$ cat config.mk
export PLATFORM = sky130hd
export DESIGN_NAME = fetch_stage_flat
export DESIGN_NICKNAME = d
export VERILOG_FILES = /design/src/rtl/fetch_stage_pkg.sv /design/src/rtl/fetch_stage_if.sv /design/src/rtl/fetch_queue.sv /design/src/rtl/fetch_stage.sv /design/src/flat_wrapper.sv
export SDC_FILE = /design/constraint.sdc
export NUM_CORES = 1
export LEC_CHECK = 0
export CORE_MARGIN = 10
export CORE_UTILIZATION = 47
export DETAILED_ROUTE_END_ITERATION = 6
export GPL_ROUTABILITY_DRIVEN = 0
export PLACE_DENSITY_LB_ADDON = 0.12
export SYNTH_ARGS = -nofsm -noshare
export SYNTH_HDL_FRONTEND = slang
export SYNTH_SLANG_ARGS = --single-unit
$ cat constraint.sdc
create_clock -name clk_i -period 5.91 [get_ports clk_i]
set_clock_uncertainty 0.1 [all_clocks]
set_input_delay 0.591 -clock clk_i [delete_from_list [all_inputs] [get_ports clk_i]]
set_output_delay 0.591 -clock clk_i [all_outputs]
set_load 0.03 [all_outputs]
$ cat src/rtl/fetch_stage_pkg.sv
// Shared types for the instruction fetch stage: machine word, fetch queue entry,
// fetch FSM states and the HALT opcode.
package fetch_stage_pkg;

    typedef logic [31:0] word_t;
    typedef logic [5:0]  opcode_t;

    localparam opcode_t OpHalt = 6'h3F;

    typedef enum logic [0:0] {
        StFetch,
        StHalted
    } fetch_state_t;

    typedef struct packed {
        word_t instr;
        word_t pc;
    } fetch_entry_t;

    function automatic logic is_halt(word_t instr);
        return instr[31:26] == OpHalt;
    endfunction

endpackage

$ cat src/rtl/fetch_stage_if.sv
// Fetch stage bus: PC coupling, icache request/response and decode handshake.
// master = fetch stage, slave = surrounding pipeline/testbench.
interface fetch_stage_if;
    import fetch_stage_pkg::*;

    word_t pc_addr;
    logic  pc_en;
    logic  imem_ren;
    word_t imem_addr;
    logic  ihit;
    word_t imem_load;
    logic  flush;
    logic  dec_stall;
    logic  valid;
    word_t instr;
    word_t pc;
    word_t npc;

    modport master (
        input  pc_addr, ihit, imem_load, flush, dec_stall,
        output pc_en, imem_ren, imem_addr, valid, instr, pc, npc
    );

    modport slave (
        output pc_addr, ihit, imem_load, flush, dec_stall,
        input  pc_en, imem_ren, imem_addr, valid, instr, pc, npc
    );

endinterface

$ cat src/rtl/fetch_queue.sv
// Depth-entry FIFO of fetch entries with synchronous flush. Head is read
// combinationally; simultaneous push and pop is allowed even when full.
module fetch_queue
    import fetch_stage_pkg::*;
#(
    parameter int unsigned Depth = 2
) (
    input  logic         clk_i,
    input  logic         rst_ni,
    input  logic         flush_i,
    input  logic         push_i,
    input  logic         pop_i,
    input  fetch_entry_t data_i,
    output fetch_entry_t data_o,
    output logic         full_o,
    output logic         empty_o
);

    localparam int unsigned PtrW = (Depth > 1) ? $clog2(Depth) : 1;
    localparam int unsigned CntW = $clog2(Depth) + 1;

    fetch_entry_t    mem_q [Depth];
    logic [PtrW-1:0] wr_ptr_q, wr_ptr_d;
    logic [PtrW-1:0] rd_ptr_q, rd_ptr_d;
    logic [CntW-1:0] count_q, count_d;
    logic            do_push, do_pop;

    assign full_o  = (count_q == CntW'(Depth));
    assign empty_o = (count_q == '0);
    assign do_pop  = pop_i & ~empty_o;
    // A push into a full queue is only accepted when a pop frees the slot.
    assign do_push = push_i & (~full_o | do_pop);
    assign data_o  = mem_q[rd_ptr_q];

    always_comb begin
        wr_ptr_d = wr_ptr_q;
        rd_ptr_d = rd_ptr_q;
        count_d  = count_q;
        if (flush_i) begin
            wr_ptr_d = '0;
            rd_ptr_d = '0;
            count_d  = '0;
        end else begin
            if (do_push) wr_ptr_d = wr_ptr_q + PtrW'(1);
            if (do_pop)  rd_ptr_d = rd_ptr_q + PtrW'(1);
            if (do_push && !do_pop)      count_d = count_q + CntW'(1);
            else if (!do_push && do_pop) count_d = count_q - CntW'(1);
        end
    end

    always_ff @(posedge clk_i or negedge rst_ni) begin
        if (!rst_ni) begin
            for (int i = 0; i < int'(Depth); i++) mem_q[i] <= '0;
            wr_ptr_q <= '0;
            rd_ptr_q <= '0;
            count_q  <= '0;
        end else begin
            if (do_push && !flush_i) mem_q[wr_ptr_q] <= data_i;
            wr_ptr_q <= wr_ptr_d;
            rd_ptr_q <= rd_ptr_d;
            count_q  <= count_d;
        end
    end

endmodule

$ cat src/rtl/fetch_stage.sv
// Instruction fetch stage: requests words at the PC address, queues them with
// their PC and hands {instr, pc, pc+4} to decode; stops fetching after a HALT.
module fetch_stage
    import fetch_stage_pkg::*;
#(
    parameter int unsigned Depth = 2
) (
    input  logic          clk_i,
    input  logic          rst_ni,
    fetch_stage_if.master bus
);

    fetch_state_t state_q;
    fetch_entry_t wr_entry, head;
    logic         full, empty;
    logic         pop, push, fetch_ok;

    assign pop      = ~empty & ~bus.dec_stall & ~bus.flush;
    // Gated by reset so no request escapes while the core is held in reset.
    assign fetch_ok = rst_ni & (state_q == StFetch) & (~full | pop) & ~bus.flush;
    assign push     = fetch_ok & bus.ihit;

    assign wr_entry.instr = bus.imem_load;
    assign wr_entry.pc    = bus.pc_addr;

    assign bus.imem_ren  = fetch_ok;
    assign bus.imem_addr = bus.pc_addr;
    assign bus.pc_en     = rst_ni & (push | bus.flush);
    assign bus.valid     = ~empty;
    assign bus.instr     = head.instr;
    assign bus.pc        = head.pc;
    assign bus.npc       = rst_ni ? (head.pc + 32'd4) : '0;

    always_ff @(posedge clk_i or negedge rst_ni) begin
        if (!rst_ni) begin
            state_q <= StFetch;
        end else if (bus.flush) begin
            state_q <= StFetch;
        end else if (push && is_halt(bus.imem_load)) begin
            state_q <= StHalted;
        end
    end

    fetch_queue #(
        .Depth (Depth)
    ) u_queue (
        .clk_i   (clk_i),
        .rst_ni  (rst_ni),
        .flush_i (bus.flush),
        .push_i  (push),
        .pop_i   (pop),
        .data_i  (wr_entry),
        .data_o  (head),
        .full_o  (full),
        .empty_o (empty)
    );

endmodule

$ cat src/flat_wrapper.sv
// flat-port wrapper written by rule: the top's interface ports become plain ports
module fetch_stage_flat import fetch_stage_pkg::*;
#(
    parameter int unsigned Depth = 2
)
  (clk_i, rst_ni, bus_pc_addr, bus_ihit, bus_imem_load, bus_flush, bus_dec_stall, bus_pc_en, bus_imem_ren, bus_imem_addr, bus_valid, bus_instr, bus_pc, bus_npc);
  fetch_stage_if bus_i ();
  input  logic clk_i;
  input  logic rst_ni;
  input wire logic [$bits(bus_i.pc_addr)-1:0] bus_pc_addr;
  input wire logic [$bits(bus_i.ihit)-1:0] bus_ihit;
  input wire logic [$bits(bus_i.imem_load)-1:0] bus_imem_load;
  input wire logic [$bits(bus_i.flush)-1:0] bus_flush;
  input wire logic [$bits(bus_i.dec_stall)-1:0] bus_dec_stall;
  output wire logic [$bits(bus_i.pc_en)-1:0] bus_pc_en;
  output wire logic [$bits(bus_i.imem_ren)-1:0] bus_imem_ren;
  output wire logic [$bits(bus_i.imem_addr)-1:0] bus_imem_addr;
  output wire logic [$bits(bus_i.valid)-1:0] bus_valid;
  output wire logic [$bits(bus_i.instr)-1:0] bus_instr;
  output wire logic [$bits(bus_i.pc)-1:0] bus_pc;
  output wire logic [$bits(bus_i.npc)-1:0] bus_npc;
  assign bus_i.pc_addr = bus_pc_addr;
  assign bus_i.ihit = bus_ihit;
  assign bus_i.imem_load = bus_imem_load;
  assign bus_i.flush = bus_flush;
  assign bus_i.dec_stall = bus_dec_stall;
  assign bus_pc_en = bus_i.pc_en;
  assign bus_imem_ren = bus_i.imem_ren;
  assign bus_imem_addr = bus_i.imem_addr;
  assign bus_valid = bus_i.valid;
  assign bus_instr = bus_i.instr;
  assign bus_pc = bus_i.pc;
  assign bus_npc = bus_i.npc;
  fetch_stage #(.Depth(Depth)) u_core (.clk_i(clk_i), .rst_ni(rst_ni), .bus(bus_i));
endmodule
=== Word level (Yosys, flattened, before mapping) ===
Cells that the tools add are included.

* Bitwise logic cells: 19
* Add/sub/neg operators: 5
* Muxes and demuxes: 16
* Reductions and logical operators: 13
* Eq/ne operators: 2
* Magnitude comparators: 3

{| class="wikitable"
|+ Operators by type and width
! cell !! count
|-
| $mux 64 || 4
|-
| $bwmux 128 || 1
|-
| $demux 64 s1 || 1
|-
| $add 32x3->32 const B || 1
|-
| $mux 32 || 1
|-
| $and 1x1->1 || 9
|-
| $eq 6x6->1 const B || 1
|-
| $mux 1 || 6
|-
| $mux 2 || 3
|-
| $reduce_bool 2->1 || 3
|-
| $logic_and 1x1->1 || 5
|-
| $not 1->1 || 5
|-
| $ge 2x2->1 const B || 2
|-
| $not 1->2 || 2
|-
| $logic_not 1->1 || 3
|-
| $or 1x1->1 || 3
|-
| $reduce_bool 3->1 || 1
|-
| $add 1x1->1 const B || 2
|-
| $add 2x1->2 const B || 1
|-
| $eq 2x2->1 const B || 1
|-
| $logic_not 2->1 || 1
|-
| $lt 2x1->1 const B || 1
|-
| $sub 2x1->2 const B || 1
|}

* Bits of input ports: 69
* Logic and storage cells: 66
* Bits in registers: 133

=== Longest topological paths before layout ===
Gate-level depths: netlist of run 1.

* Depth after elaboration: 14
* Depth in mapped cells: 12

=== By module ===
A second synthesis of run 1 with hierarchy kept.

* Cells, all modules: 539
* Area, all modules: 7045.5 um2

{| class="wikitable"
|+ By module, submodules not included
! module !! times used !! area an instance (um2) !! cells each !! sequential area each (um2)
|-
| fetch_queue || 1 || 5914.4 || 365 || 3303.2
|-
| fetch_stage || 1 || 1131.1 || 174 || 25.0
|}

=== Least setup slack after synthesis of run 1 ===
OpenSTA, ideal clock, no wires.

* Path type: reg-to-output
* From: reg u_core.u_queue.rd_ptr_q
* To: out bus_npc[10]
* Stages on the path, launching flop included: 12
* Setup slack: 2.150 ns
* Arrival: 3.069 ns
* Cell sequence: dfrtp_1 -> buf_6 -> buf_6 -> buf_2 -> buf_2 -> buf_2 -> mux2_2 -> ha_1 -> nor2b_1 -> and2_1 -> and3_1 -> nor3_1

* Word-level cells in the longest chain between the ends: 6

{| class="wikitable"
|+ RTL lines
! element !! line !! text
|-
| start: declaration || fetch_queue.sv:24 || <nowiki>logic [PtrW-1:0] rd_ptr_q, rd_ptr_d;</nowiki>
|-
| start signal: assignment || fetch_queue.sv:60 || <nowiki>rd_ptr_q <= rd_ptr_d;</nowiki>
|-
| $not 1->2 (implied by the code) || fetch_queue.sv:33 || <nowiki>assign data_o = mem_q[rd_ptr_q];</nowiki>
|-
| $mux 64 (implied by the code) (3 in a row) || fetch_queue.sv:33 ||
|-
| named net bus_pc[3] || flat_wrapper.sv:20 || <nowiki>output wire logic [$bits(bus_i.pc)-1:0] bus_pc;</nowiki>
|-
| $add 32x3->32 || fetch_stage.sv:32 || <nowiki>assign bus.npc = rst_ni ? (head.pc + 32'd4) : '0;</nowiki>
|-
| $mux 32 || fetch_stage.sv:32 ||
|-
| end: declaration || flat_wrapper.sv:21 || <nowiki>output wire logic [$bits(bus_i.npc)-1:0] bus_npc;</nowiki>
|}

The timed path passes the listed nets, and every way through them passes these cells. The select of a mux whose other input is x is not followed.

=== Final worst setup path of run 1 ===
* From: reg u_core.u_queue.rd_ptr_q
* To: out bus_npc[28]

* Word-level cells in the longest chain between the ends: 6

{| class="wikitable"
|+ RTL lines
! element !! line
|-
| $not 1->2 (implied by the code) || fetch_queue.sv:33
|-
| $mux 64 (implied by the code) (3 in a row) || fetch_queue.sv:33
|-
| $add 32x3->32 || fetch_stage.sv:32
|-
| $mux 32 || fetch_stage.sv:32
|}

No other way between the ends. The select of a mux whose other input is x is not followed.

==> reports/metrics.cfg, run 1 <==
[final_layout]
layoutNonFillerInstCount=927
n_antenna_cell=0
final_common_cell=clkdlybuf4s50_1
final_cell_mix=clkdlybuf4s50_1, mux2_2, dfrtp_1
nNetsFinal=800
post-route-util=0.656
final_area_mm2=0.00961
layout-drive-gt1-share=0.250
areaGrowthSynthToFinish_pct=35.4

[synth]
syn_nets=638
synth.avg_cell_area_um2=12.5
ys_ff_latch=133
synth_cells=568
async_reset_ff_frac=1.00
yosysWarnings=0
synth.distinct_cells=52
synth_seq_area_share=0.469
netlist_area_mm2=0.00709
synth_edf_count=0
ys.flop_type=dfrtp_1

[clock_tree]
hold_buffers=1
numCtsBuffers=17
cts_tree=built
clk_pin_slew_ns=0.06
h-tree-depth=4
cts_resized=0
clock_latency_ns=0.41
cts_setup_buffers=0
clockBufferDepth=2
cts_sinks=133
root_buffer=clkbuf_16

[worst_setup_path]
worstPathMaxFanout=60
timing.rr.start=u_core.state_q
cp-start-kind=register
r2r_slack_ns=3.48
cp_cell_sequence=buf_4, nand3_4, a22oi_2, nand4_1, or3_1, a21oi_1, clkdlybuf4s50_1
critPathBufInv=2
crit_family=buffers and inverters
crit_arrival_ns=3.94
critical-path-slowest-cell=dfrtp_4
cp.required_ns=5.22
rr_endpoint=u_core.u_queue.mem_q[1]
critPathCaptureType=primary output
path_class=reg -> out
slowest_delay_ns=0.95
reg2reg_depth=4

[sta]
finalCritPeriodShare=0.784
slew_viol_final=0
rsz0062_at_grt=no
whs_ns=0.385
finalSetupViolCount=0
tightest_slew_ns=1.03
layout_setup_ws_ns=1.28
slew_headroom=0.314
min_period_ns=4.63
hold_viol=0
fin_tns_setup_ns=0
fmax_mhz=216

[drt]
remaining_drc_errors=0
firstDrtPassIters=4
vias=5093
drtIter0Drc=239
wirelength_um=18000
routedWlPerCell_um=19.4
drt-vias-per-instance=5.49
ant_nets=0

[outcome]
status=finished clean

[pwr]
peakVddDrop_uv=256
p_seq_frac=0.348
power_frac_comb=0.356
p_per_area_mw_per_mm2=396
p_clk_frac=0.297
internal_power_mw=2.52
p_leak_nw=3.98
p_total_mw=3.80
netSwitchingPower_mw=1.28
swShare=0.336

[die]
die_area_mm2=0.0204
die_w_um=143
die_h_um=143
initial_core_util=0.484
pin_count=200
core_area_mm2=0.0146
rows=44

[global_routing]
grt_overflow=0
grt_pass1_wl_um=28700
grt_max_degree=70
antenna_found_initial=0
grt_pass1_vias=5421
grt_use_total=0.176

[place]
place_ws_ns=1.74
placed_area_mm2=0.00895
hpwl_um=13000
io_buffer_count=199
placedCellCount=894

[job]
cap_violations=0

[min_path]
worstHoldStart=u_core.u_queue.mem_q[93]
hp-class=reg -> reg
whs_endpoint=u_core.u_queue.mem_q[93]
holdPathStages=1

[cells in the mapped netlist, types with 2 or more instances]
| cell | number | area [µm²] |
|---|---|---|
| a211oi_2 | 2 | 25.0 |
| a21oi_1 | 11 | 55.1 |
| a22oi_2 | 2 | 25.0 |
| a31oi_1 | 2 | 12.5 |
| and2_1 | 9 | 56.3 |
| and3_1 | 2 | 12.5 |
| buf_2 | 23 | 115 |
| buf_4 | 33 | 248 |
| buf_6 | 2 | 22.5 |
| clkbuf_1 | 2 | 7.51 |
| dfrtp_1 | 133 | 3330 |
| inv_1 | 9 | 33.8 |
| mux2_1 | 53 | 597 |
| mux2_2 | 133 | 1500 |
| mux2i_1 | 7 | 70.1 |
| nand2_1 | 19 | 71.3 |
| nand3_1 | 11 | 55.1 |
| nand4_1 | 17 | 106 |
| nand4_2 | 4 | 50.1 |
| nand4b_1 | 7 | 61.3 |
| nand4b_4 | 2 | 47.6 |
| nor2_1 | 20 | 75.1 |
| nor3_1 | 6 | 30.0 |
| o211ai_1 | 2 | 15.0 |
| o21ai_0 | 10 | 50.1 |
| or3_1 | 6 | 37.5 |
| or4_1 | 2 | 15.0 |
| xnor2_1 | 10 | 87.6 |
| xor2_1 | 6 | 52.6 |
[cell families after synthesis]
kind of cell / Yosys count / share of synthesized area
AOI/OAI and AO/OA: 41 / 0.0423
xor gates and xnor gates: 16 / 0.0198
adders and majority gates: 1 / 0.00176
buffers and inverters: 71 / 0.0635
DFF: 133 / 0.469
muxes: 193 / 0.305
and+or+nand+nor: 113 / 0.0984
[flip-flops by register name, indices dropped and copies added (netlist names)]
register and count:
u_core.state_q 1, u_core.u_queue.count_q 2, u_core.u_queue.mem_q 128, u_core.u_queue.rd_ptr_q 1, u_core.u_queue.wr_ptr_q 1
[final cells by class]
| class | instances | area [µm²] |
|---|---|---|
| multi-input combinational | 364 | 3330 |
| inverter | 10 | 37.5 |
| clock inverter | 10 | 170 |
| timing repair buffer | 204 | 2030 |
| clock buffer | 22 | 474 |
| fill | 1124 | 5040 |
| sequential | 133 | 3330 |
| tap | 184 | 230 |
[per-layer routing]
| layer | wire [µm] | global-route usage | vias up |
|---|---|---|---|
| li1 | - | - | 2359 |
| met1 | 7040 | 0.195 | 2556 |
| met2 | 9080 | 0.306 | 163 |
| met3 | 1690 | 0.0687 | 15 |
| met4 | 181 | 0.0510 | 0 |
| met5 | 0 | 0 | - |
[power by group through the flow]
stage	Combinational (mW)	Clock [mW]	Sequential (mW)
3_5_place_dp	1.36	0	1.33
5_1_grt	1.44	1.19	1.35
2_1_floorplan	0.895	0	1.26
4_1_cts	1.37	1.15	1.32
3_3_place_gp	1.34	0	1.32
6_report	1.35	1.13	1.32
[worst reg2reg max path, stage by stage, from the launching register on]
cell,delay [ns]
dfrtp_1,0.38
nor2_1,0.17
o211a_1,0.25
nand3_4,0.75
mux2_1,0.67
[how the worst max path moves through the flow]
stage	startpoint	to	slack [ns]	cells after the start
3_5_place_dp	u_core.u_queue.rd_ptr_q	bus_npc[30]	1.74	7
5_1_grt	u_core.u_queue.rd_ptr_q	bus_npc[28]	1.08	7
4_1_cts	u_core.u_queue.rd_ptr_q	bus_npc[30]	1.27	7
3_3_place_gp	u_core.u_queue.rd_ptr_q	bus_npc[30]	1.80	7
2_1_floorplan	u_core.u_queue.rd_ptr_q	bus_npc[10]	2.15	11
6_report	u_core.u_queue.rd_ptr_q	bus_npc[28]	1.28	7
Power figures use the tool's default switching activity.
==> inputs of run 2 (changes only) <==
==> constraint.sdc (replaced) <==
create_clock -name clk_i -period 4.65 [get_ports clk_i]
set_clock_uncertainty 0.1 [all_clocks]
set_input_delay 0.465 -clock clk_i [delete_from_list [all_inputs] [get_ports clk_i]]
set_output_delay 0.465 -clock clk_i [all_outputs]
set_load 0.03 [all_outputs]
==> run 2 against run 1 <==
Compared with the run above:
- global-route usage increased by 0.49 points
- core utilization decreased by 0.35 points
- final area decreased by 0.53%
- critical path type unchanged
- critical endpoint unchanged
- highest routed layer unchanged
==> reports/metrics.cfg, run 2 (synthesis gave the netlist of run 1 again) <==
[sta]
fin_tns_setup_ns=0
tightest_slew_ns=1.05
fmax_mhz=241
rsz0062_at_grt=no
finalCritPeriodShare=0.894
hold_viol=0
finalSetupViolCount=0
min_period_ns=4.16
slew_viol_final=0
slew_headroom=0.300
whs_ns=0.390

[pwr]
peakVddDrop_uv=359
p_leak_nw=3.96
p_total_mw=4.71
p_per_area_mw_per_mm2=493

[worst_setup_path]
timing.rr.start=u_core.state_q
cp_cell_sequence=mux2_2, ha_1, nand4_1, nand2_1, nand4_1, or3_1, a21oi_1, clkdlybuf4s50_1
cp.required_ns=4.09
worstPathMaxFanout=46
crit_arrival_ns=3.59
slowest_delay_ns=0.76
critPathCaptureType=primary output
cp_common_cell=nand4_1
endpoint=bus_npc[28]
r2r_slack_ns=2.17
path_depth=8
critPathLaunch=u_core.u_queue.rd_ptr_q
reg2reg_depth=4
critPathBufInv=1
rr_endpoint=u_core.u_queue.mem_q[1]
path_class=reg -> out
crit_family=simple AND/OR/NAND/NOR gates
cp-start-kind=register
critical-path-slowest-cell=dfrtp_4

[final_layout]
areaGrowthSynthToFinish_pct=34.7
reg.largest.list=u_core.u_queue.mem_q x128, u_core.u_queue.count_q x2
n_antenna_cell=0
post-route-util=0.653
largest_register_ffs=128
final_cell_mix=clkdlybuf4s50_1, mux2_2, dfrtp_1
multiInputGateArea_mm2=0.00333
nNetsFinal=801
final_common_cell=clkdlybuf4s50_1
register_area_mm2=0.00333
fillCellCount=1120
layout-drive-gt1-share=0.251
top_register=u_core.u_queue.mem_q

[place]
io_buffer_count=199
hpwl_um=13200

[drt]
remaining_drc_errors=0
drtIter0Drc=239
vias=5082
drt-vias-per-instance=5.48
ant_nets=0
routedWlPerCell_um=19.6
wirelength_um=18200
firstDrtPassIters=4

[die]
core_area_mm2=0.0146
pin_count=200
die_h_um=143
initial_core_util=0.484
rows=44
die_w_um=143
die_area_mm2=0.0204

[global_routing]
grt_max_degree=66
grt_util_met1=0.198
grt_pass1_wl_um=29400
grt_use_total=0.181
grt_pass1_vias=5550
antenna_found_initial=0
busiest_layer=met2
grt_overflow=0
grt_util_met2=0.317
grtUsageMet3=0.0693

[clock_tree]
cts_tree=built
clock_latency_ns=0.41
clockBufferDepth=2
h-tree-depth=4
root_buffer=clkbuf_16
cts_sinks=133
cts_setup_buffers=0
clk_pin_slew_ns=0.06
numCtsBuffers=17

[outcome]
status=finished clean

[job]
cap_violations=0

[min_path]
hp-class=in -> async

-- run 2: repair_timing --
action | 4_1_cts | 5_1_grt
endpoints found under the hold margin | 24 | 0
gates resized for setup | 0 | 0
hold buffers | 1 | 0
-- run 2: worst min-delay path by stage --
| stage | depth (start not counted) | from | slack (ns) | to |
|---|---|---|---|---|
| 2_1_floorplan | 0 | rst_ni | 0.07 | u_core.state_q |
| 3_3_place_gp | 1 | rst_ni | 0.25 | u_core.u_queue.mem_q[19] |
| 3_5_place_dp | 1 | rst_ni | 0.26 | u_core.u_queue.mem_q[83] |
| 4_1_cts | 2 | rst_ni | 0.39 | u_core.u_queue.mem_q[83] |
| 5_1_grt | 2 | rst_ni | 0.41 | u_core.u_queue.mem_q[83] |
| 6_report | 2 | rst_ni | 0.39 | u_core.u_queue.mem_q[83] |
-- run 2: stage by stage --
step | cell area, µm² | setup WS [ns] | std cells
after global routing | 9560 | 0.253 | 928
after global placement | 8960 | 1.01 | 895
after CTS | 9560 | 0.492 | 928
final | 9560 | 0.493 | 928
after floorplan | 7090 | 1.02 | 568
after detailed placement | 8960 | 0.952 | 895
-- run 2: layer usage --
layer / up-vias / wire, µm
li1: 2353 / -
met1: 2552 / 7000
met2: 161 / 9360
met4: 0 / 199
met5: - / 0
met3: 16 / 1630
-- run 2: power breakdown --
part / internal (mW) / switching [mW] / total, mW
sequential: 1.45 / 0.228 / 1.68
clock: 0.818 / 0.490 / 1.31
combinational: 0.816 / 0.909 / 1.72
-- run 2: final cells by class --
class | instances | share of cell area
timing repair buffer | 205 | 0.214
clock buffer | 21 | 0.0482
inverter | 10 | 0.00393
multi-input combinational | 364 | 0.349
tap | 184 | 0.0241
sequential | 133 | 0.349
clock inverter | 11 | 0.0131
